$ cat src/rtl/pipe_add_acc.sv
// pipe_add_acc: pipelined W-bit unsigned adder with a saturating running
// accumulate mode and valid/ready flow control on both sides.
//
// Ports:
//   clk        rising-edge clock
//   rst_n      asynchronous active-low reset
//   enable     1 = accept input beats; 0 = in_ready low, pipeline drains
//   in_valid   input beat present
//   in_ready   block can take a beat this cycle
//   in_a/in_b  W-bit unsigned operands
//   mode       sampled with the beat: 0 = add, 1 = accumulate
//   clear      synchronous clear of accumulator and overflow flag
//   out_valid  result present (last pipeline stage)
//   out_ready  consumer takes the result
//   out        ACC_W-bit unsigned result
//   overflow   sticky flag: accumulator has saturated
//
// Parameter constraints: ACC_W >= W+1, STAGES >= 1.
module pipe_add_acc #(
    parameter int unsigned W      = 7,
    parameter int unsigned ACC_W  = 8,
    parameter int unsigned STAGES = 2
) (
    input  logic             clk,
    input  logic             rst_n,
    input  logic             enable,
    input  logic             in_valid,
    output logic             in_ready,
    input  logic [W-1:0]     in_a,
    input  logic [W-1:0]     in_b,
    input  logic             mode,
    input  logic             clear,
    output logic             out_valid,
    input  logic             out_ready,
    output logic [ACC_W-1:0] out,
    output logic             overflow
);

    logic [STAGES-1:0] vld_q;
    logic [ACC_W-1:0]  dat_q [STAGES];
    logic [ACC_W-1:0]  acc_q, acc_d;
    logic              ovf_q, ovf_d;

    logic              advance;
    logic              accept;
    logic [W:0]        sum;
    logic [ACC_W-1:0]  sum_ext;
    logic [ACC_W-1:0]  acc_base;
    logic [ACC_W:0]    acc_sum;
    logic [ACC_W-1:0]  stage1_d;

    // Global stall: every stage moves only when the output slot is free
    // or being consumed this cycle.
    assign advance  = !vld_q[STAGES-1] || out_ready;
    assign in_ready = enable && advance;
    assign accept   = in_valid && in_ready;

    assign sum      = {1'b0, in_a} + {1'b0, in_b};
    assign sum_ext  = ACC_W'(sum);
    // Clear takes effect before an accumulate arriving in the same cycle.
    assign acc_base = clear ? '0 : acc_q;
    assign acc_sum  = {1'b0, acc_base} + {1'b0, sum_ext};

    always_comb begin
        acc_d = acc_q;
        ovf_d = ovf_q;
        if (clear) begin
            acc_d = '0;
            ovf_d = 1'b0;
        end
        if (accept && mode) begin
            if (acc_sum[ACC_W]) begin
                acc_d = '1;
                ovf_d = 1'b1;
            end else begin
                acc_d = acc_sum[ACC_W-1:0];
            end
        end
    end

    assign stage1_d = mode ? acc_d : sum_ext;

    always_ff @(posedge clk or negedge rst_n) begin
        if (!rst_n) begin
            vld_q <= '0;
            for (int unsigned i = 0; i < STAGES; i++) begin
                dat_q[i] <= '0;
            end
            acc_q <= '0;
            ovf_q <= 1'b0;
        end else begin
            // Accumulator state is independent of the stall so that a
            // clear is never lost while the output is back-pressured.
            acc_q <= acc_d;
            ovf_q <= ovf_d;
            if (advance) begin
                vld_q[0] <= accept;
                if (accept) begin
                    dat_q[0] <= stage1_d;
                end
                for (int unsigned i = 1; i < STAGES; i++) begin
                    vld_q[i] <= vld_q[i-1];
                    dat_q[i] <= dat_q[i-1];
                end
            end
        end
    end

    assign out_valid = vld_q[STAGES-1];
    assign out       = dat_q[STAGES-1];
    assign overflow  = ovf_q;

endmodule

$ cat config.mk
export PLATFORM = sky130hd
export DESIGN_NAME = pipe_add_acc
export DESIGN_NICKNAME = d
export VERILOG_FILES = /design/src/rtl/pipe_add_acc.sv
export SDC_FILE = /design/constraint.sdc
export NUM_CORES = 1
export LEC_CHECK = 0
export CELL_PAD_IN_SITES_DETAIL_PLACEMENT = 0
export CELL_PAD_IN_SITES_GLOBAL_PLACEMENT = 1
export CORE_ASPECT_RATIO = 0.5
export CORE_UTILIZATION = 43
export CTS_CLUSTER_SIZE = 40
export DETAILED_ROUTE_END_ITERATION = 7
export PLACE_DENSITY_LB_ADDON = 0.1
export SKIP_CTS_REPAIR_TIMING = 1
export SYNTH_ARGS = -nofsm -noshare
export SYNTH_HDL_FRONTEND = slang
export SYNTH_SLANG_ARGS = --single-unit
export TNS_END_PERCENT = 100
$ cat constraint.sdc
create_clock -name clk -period 5.73 [get_ports clk]
set_clock_uncertainty 0.05 [all_clocks]
set_input_delay 0.8595 -clock clk [delete_from_list [all_inputs] [get_ports clk]]
set_output_delay 0.8595 -clock clk [all_outputs]
set_load 0.02 [all_outputs]
=== Yosys cells after proc, flatten, opt, wreduce, memory -nomap -nowiden ===
Cells that the tools add are included.

* Reductions and logical operators: 6
* Multiplexer cells: 7
* Add/sub/neg operators: 2

{| class="wikitable"
|+ Operators with widths
! kind !! count
|-
| $mux 8 || 4
|-
| $add 8x8->9 || 1
|-
| $add 7x7->8 || 1
|-
| $logic_and 1x1->1 || 3
|-
| $mux 1 || 3
|-
| $reduce_and 2->1 || 1
|-
| $logic_not 1->1 || 1
|-
| $logic_or 1x1->1 || 1
|}

* Logic and storage cells: 20
* Register bits after elaboration: 27
* Output and inout port bits: 11

=== Depth between registers and ports, before layout ===
* Depth in word-level cells: 7
* Depth in mapped cells: 14
* Mapped depth without buffers: 13

=== Worst setup path before layout ===
OpenSTA, ideal clock, no wires.

* Path kind: input port to flip-flop
* Start: in in_a[0]
* End: reg ovf_q (netlist: overflow)
* Data required time: 5.558 ns
* Stages on the path: 13
* Slack: 2.332 ns
* Setup time: 0.122 ns
* Arrival: 3.227 ns
* Cell sequence: ha_1 -> inv_1 -> fa_1 -> nor2b_1 -> o31a_1 -> or4_1 -> and3_1 -> ha_1 -> o21ai_0 -> nand2_1 -> o221a_4 -> buf_6 -> a32o_1

* Cells in the longest elaborated chain, start to end: 4

{| class="wikitable"
|+ Ends and longest elaborated chain
! element !! RTL line !! RTL
|-
| start: declaration || 29 || <nowiki>input logic [W-1:0] in_a,</nowiki>
|-
| $add 7x7->8 || 58 || <nowiki>assign sum = {1'b0, in_a} + {1'b0, in_b};</nowiki>
|-
| $add 8x8->9 || 62 || <nowiki>assign acc_sum = {1'b0, acc_base} + {1'b0, sum_ext};</nowiki>
|-
| $mux 1 || 72 || <nowiki>if (acc_sum[ACC_W]) begin</nowiki>
|-
| $mux 1 || 71 || <nowiki>if (accept && mode) begin</nowiki>
|-
| via ovf_d || 42 || <nowiki>logic ovf_q, ovf_d;</nowiki>
|-
| end signal: assignment || 95 || <nowiki>ovf_q <= ovf_d;</nowiki>
|-
| end: declaration || 42 ||
|}

The timed path passes the listed nets, and every way through them passes these cells.
A chain may end at the register's enable or synchronous reset.

=== Final worst setup path ===
* Start: in in_a[0]
* End: reg dat_q[13] in the netlist's numbering

* Cells in the longest elaborated chain, start to end: 5

{| class="wikitable"
|+ Ends and longest elaborated chain
! element !! RTL line !! RTL
|-
| $add 7x7->8 (*) || 58 ||
|-
| $add 8x8->9 || 62 ||
|-
| $mux 8 || 72 ||
|-
| $mux 8 || 71 ||
|-
| $mux 8 (*) || 81 || <nowiki>assign stage1_d = mode ? acc_d : sum_ext;</nowiki>
|-
| end signal: indexed assignment || 103 || <nowiki>dat_q[i] <= dat_q[i-1];</nowiki>
|-
| end: declaration || 40 || <nowiki>logic [ACC_W-1:0] dat_q [STAGES];</nowiki>
|}

Every way passes the cells marked *; elsewhere a longest branch is shown, timed or not.

==> flow_summary.rst <==
.. list-table::
   :header-rows: 1

   * - Metric
     - Value
   * - Outcome
     - finished clean
   * - TritonCTS clock tree
     - yes
   * - Post-detailed-route count of antenna-violating nets
     - 0
   * - Static Leakage
     - 1.08 nW
   * - Num Clock Sinks
     - 27
   * - Final net count
     - 288
   * - Net count after synthesis
     - 266
   * - Clock root buffer master
     - clkbuf_8
   * - Setup violators final
     - 0
   * - Async set or reset register ratio after synthesis
     - 1.00
   * - # H-tree levels
     - 1
   * - Fmax achieved
     - 264 MHz
   * - Path type of the worst setup path
     - primary input to register
   * - Crit Reg-Reg Endpoint
     - dat_q[13]
   * - RSZ-0062 raised after global routing
     - no
   * - Residual overflow from global routing
     - 0
   * - Sum of negative setup slack
     - 0 ns
   * - Mean instance size in the synthesized netlist
     - 8.39 um2
   * - Reg2Reg Setup Slack
     - around 3.4 ns
   * - Ant diodes
     - 0
   * - Crit-path max FO
     - 13
   * - Clock input transition at the sequential cells of the worst setup and hold paths
     - approximately 0.09 ns
   * - Placed cell areas
     - 2190 um2
   * - Synth cell types
     - 45
   * - Final weighted congestion of routability-driven global placement
     - between 0.8 and 0.9
   * - Instance count after placement with tap cells included
     - 299
   * - Worst R2R Path Depth
     - 9
   * - Cells taking the most area after synthesis
     - dfrtp_1 35%, ha_1 9.8%, nand2_1 8.4%
   * - Antenna violations before repair
     - 0
   * - Max cap viols
     - 0
   * - Die span in x
     - 96.3 um
   * - Met1 track demand over resource in global routing
     - 0.301
   * - Worst hold-check path type
     - register to register
   * - HPWL after detailed placement
     - 3100 um
   * - Number of input and output port buffers inserted
     - 31
   * - Element type at the critical path end
     - register
   * - Die height
     - about 49 um
   * - Sequential share of the synthesized area
     - 0.353
   * - Launching point of the worst reg2reg path
     - acc_q[0]
   * - Number of top-level pins
     - 32
   * - Worst path arrival time
     - 3.88 ns
   * - Final hold violation count
     - 0
   * - Iteration-0 DRC count of the detailed router
     - 108
   * - Peak ir drop on the vdd network
     - a little over 0.0001 V
   * - Number of pins with negative max-slew slack in the final report
     - 0
   * - Number of enable flip-flop cells after synthesis
     - 0
   * - Combinational family with the most area after synthesis
     - simple AND/OR/NAND/NOR gates
   * - Wire length of the first global-routing pass
     - 6910 um
   * - Synth warn
     - 0
   * - Die area
     - 4740 um2
   * - Period Utilization, post-route
     - 0.660
   * - Post-synth top flop
     - dfrtp_1
   * - Starting utilization of the core area
     - 0.468
   * - GR met3 Demand/Resource
     - 0.0234
   * - Leading cell types in the layout, fill and taps excluded
     - 43 x nand2_1, 31 x clkdlybuf4s50_1, 27 x dfrtp_1, 18 x inv_1, 17 x o21ai_0
   * - Share of layout cells above drive strength 1
     - 0.0402
   * - Non-filler instance count after layout
     - 303
   * - Required time of the critical path
     - 5.83 ns
   * - Worst-margin pin slew
     - 0.600 ns
   * - Area growth from synthesis to layout
     - 17.3%
   * - Synth Area in XOR/XNOR
     - 0.0229
   * - End point of the most critical hold path
     - vld_q[1]
   * - Depth of the worst hold-timing path
     - 1
   * - Number of storage elements in the synthesis netlist
     - 27
   * - Fraction of synthesized cell area taken by the top area cell type
     - 0.353
   * - Pin count of the biggest net entering global routing
     - 28
   * - Routed wire length
     - 3950 um
   * - FP Rows
     - 16
   * - Number of buffers on the longest clock path
     - 2
   * - Placeable core area
     - 4080 um2
   * - Most common library cell in the layout ignoring fill and taps
     - nand2_1
   * - Start point of the worst hold path
     - vld_q[0]
   * - Cell area power density
     - roughly 260 nW/um2
   * - Syn Inst Count
     - 228
   * - Vias in the first global route
     - 1441
   * - Post-detailed-route wirelength per cell
     - 13.0 um
   * - Via count normalized by instance count
     - 5.11
   * - Detailed-route DRC error count
     - 0
   * - Relative slew margins
     - 0.599
   * - Overall Global Routing Usage
     - 0.188
   * - Global routing usage on met2
     - 0.273
   * - Post-synthesis share of cell area spent on full adders, half adders and majority gates
     - 0.119
   * - Routed via count
     - ~1500
   * - Fraction of synthesized area in multiplexers
     - 0.00523
   * - Minimum clock period
     - 3.78 ns
   * - Area of the mapped netlist
     - about 1900 um2
   * - Number of detailed-route iterations in the first pass
     - 4
   * - Busiest metal layer after global routing
     - met1
   * - Post-synth top area cell
     - dfrtp_1
   * - Final design instance area without fill
     - 2240 um2
   * - Simple-gate portion of the synthesized area
     - 0.231
   * - Crit path launch type
     - primary input
   * - Fraction of the mapped netlist area in compound gates
     - 0.179
   * - Later-pin clock latency in the skew report
     - 0.28 ns
   * - CTS buffer count
     - 3
-- cell type report --
type / count / area [um2]
fillers: 397 / 1840
multi-input cells: 168 / 1070
clock buffers: 3 / 41.3
flip-flops and latches: 27 / 676
clock inverters: 1 / 7.51
well taps: 54 / 67.6
inverters: 18 / 67.6
repair buffers: 32 / 318
-- power by group --
group | internal (W) | switching (W)
registers | 0.000227 | 0.0000175
clock network | 0.0000495 | 0.0000648
logic | 0.000105 | 0.000128
-- per-layer routing --
metal,vias up,part of all wire
li1,815,-
met1,692,0.57
met2,38,0.39
met3,2,0.038
met4,0,0.0048
met5,-,0
-- flip-flops by register name, summed over array words and instances (netlist names) --
| name | count |
|---|---|
| out | 8 |
| vld_q | 2 |
| overflow | 1 |
| acc_q | 8 |
| dat_q | 8 |
-- metrics by stage --
| stage | utilization | total power, W | setup WS [ns] | hold WS, ns |
|---|---|---|---|---|
| finish | 0.549 | 0.000591 | 1.95 | 0.416 |
| global route | 0.549 | 0.000635 | 1.74 | 0.443 |
| CTS | 0.549 | 0.000594 | 1.98 | 0.417 |
| detailed placement | 0.537 | 0.000480 | 1.68 | 0.397 |
| global placement | 0.537 | 0.000476 | 1.76 | 0.391 |
| floorplan | - | 0.000419 | 2.33 | 0.385 |
-- cell families after synthesis --
family	count (synthesis)
AND/OR/NAND/NOR	93
AO/OA/AOI/OAI	52
buffers and inverters	33
flip-flops	27
adder cells (fa/ha/maj)	17
XOR/XNOR	5
multiplexers	1
-- Yosys cell counts (2+ instances only) --
library cell and instances:
a21oi_1 13, and3_1 3, buf_2 2, buf_4 10
clkbuf_1 2, dfrtp_1 27, fa_1 2, ha_1 15
inv_1 18, nand2_1 43, nand2b_1 4, nand3_1 5
nor2_1 14, nor2b_1 7, nor3_1 10, o2111ai_1 2
o21a_1 2, o21ai_0 17, o21ai_1 2, o21bai_1 2
xnor2_1 2, xor2_1 3
-- worst max-delay path by stage --
stage            start   endpoint  cells after the start
2_1_floorplan  in_a[0]   overflow                     13
3_3_place_gp   in_a[0]  dat_q[15]                     14
3_5_place_dp   in_a[0]  dat_q[15]                     14
4_1_cts        in_a[0]  dat_q[13]                     14
5_1_grt        in_a[0]  dat_q[15]                     14
6_report       in_a[0]  dat_q[13]                     14
-- critical path: stages --
cell and delay, ns:
clkdlybuf4s50_1 0.41, ha_1 0.21, inv_1 0.07, fa_1 0.20, nor2b_1 0.07, o31a_1 0.27
or4_1 0.42, and3_1 0.19, ha_1 0.33, o21ai_0 0.16, nand2_1 0.11, o221a_4 0.18
a211oi_1 0.31, nor3_1 0.10
(Power assumes the default switching activity.)
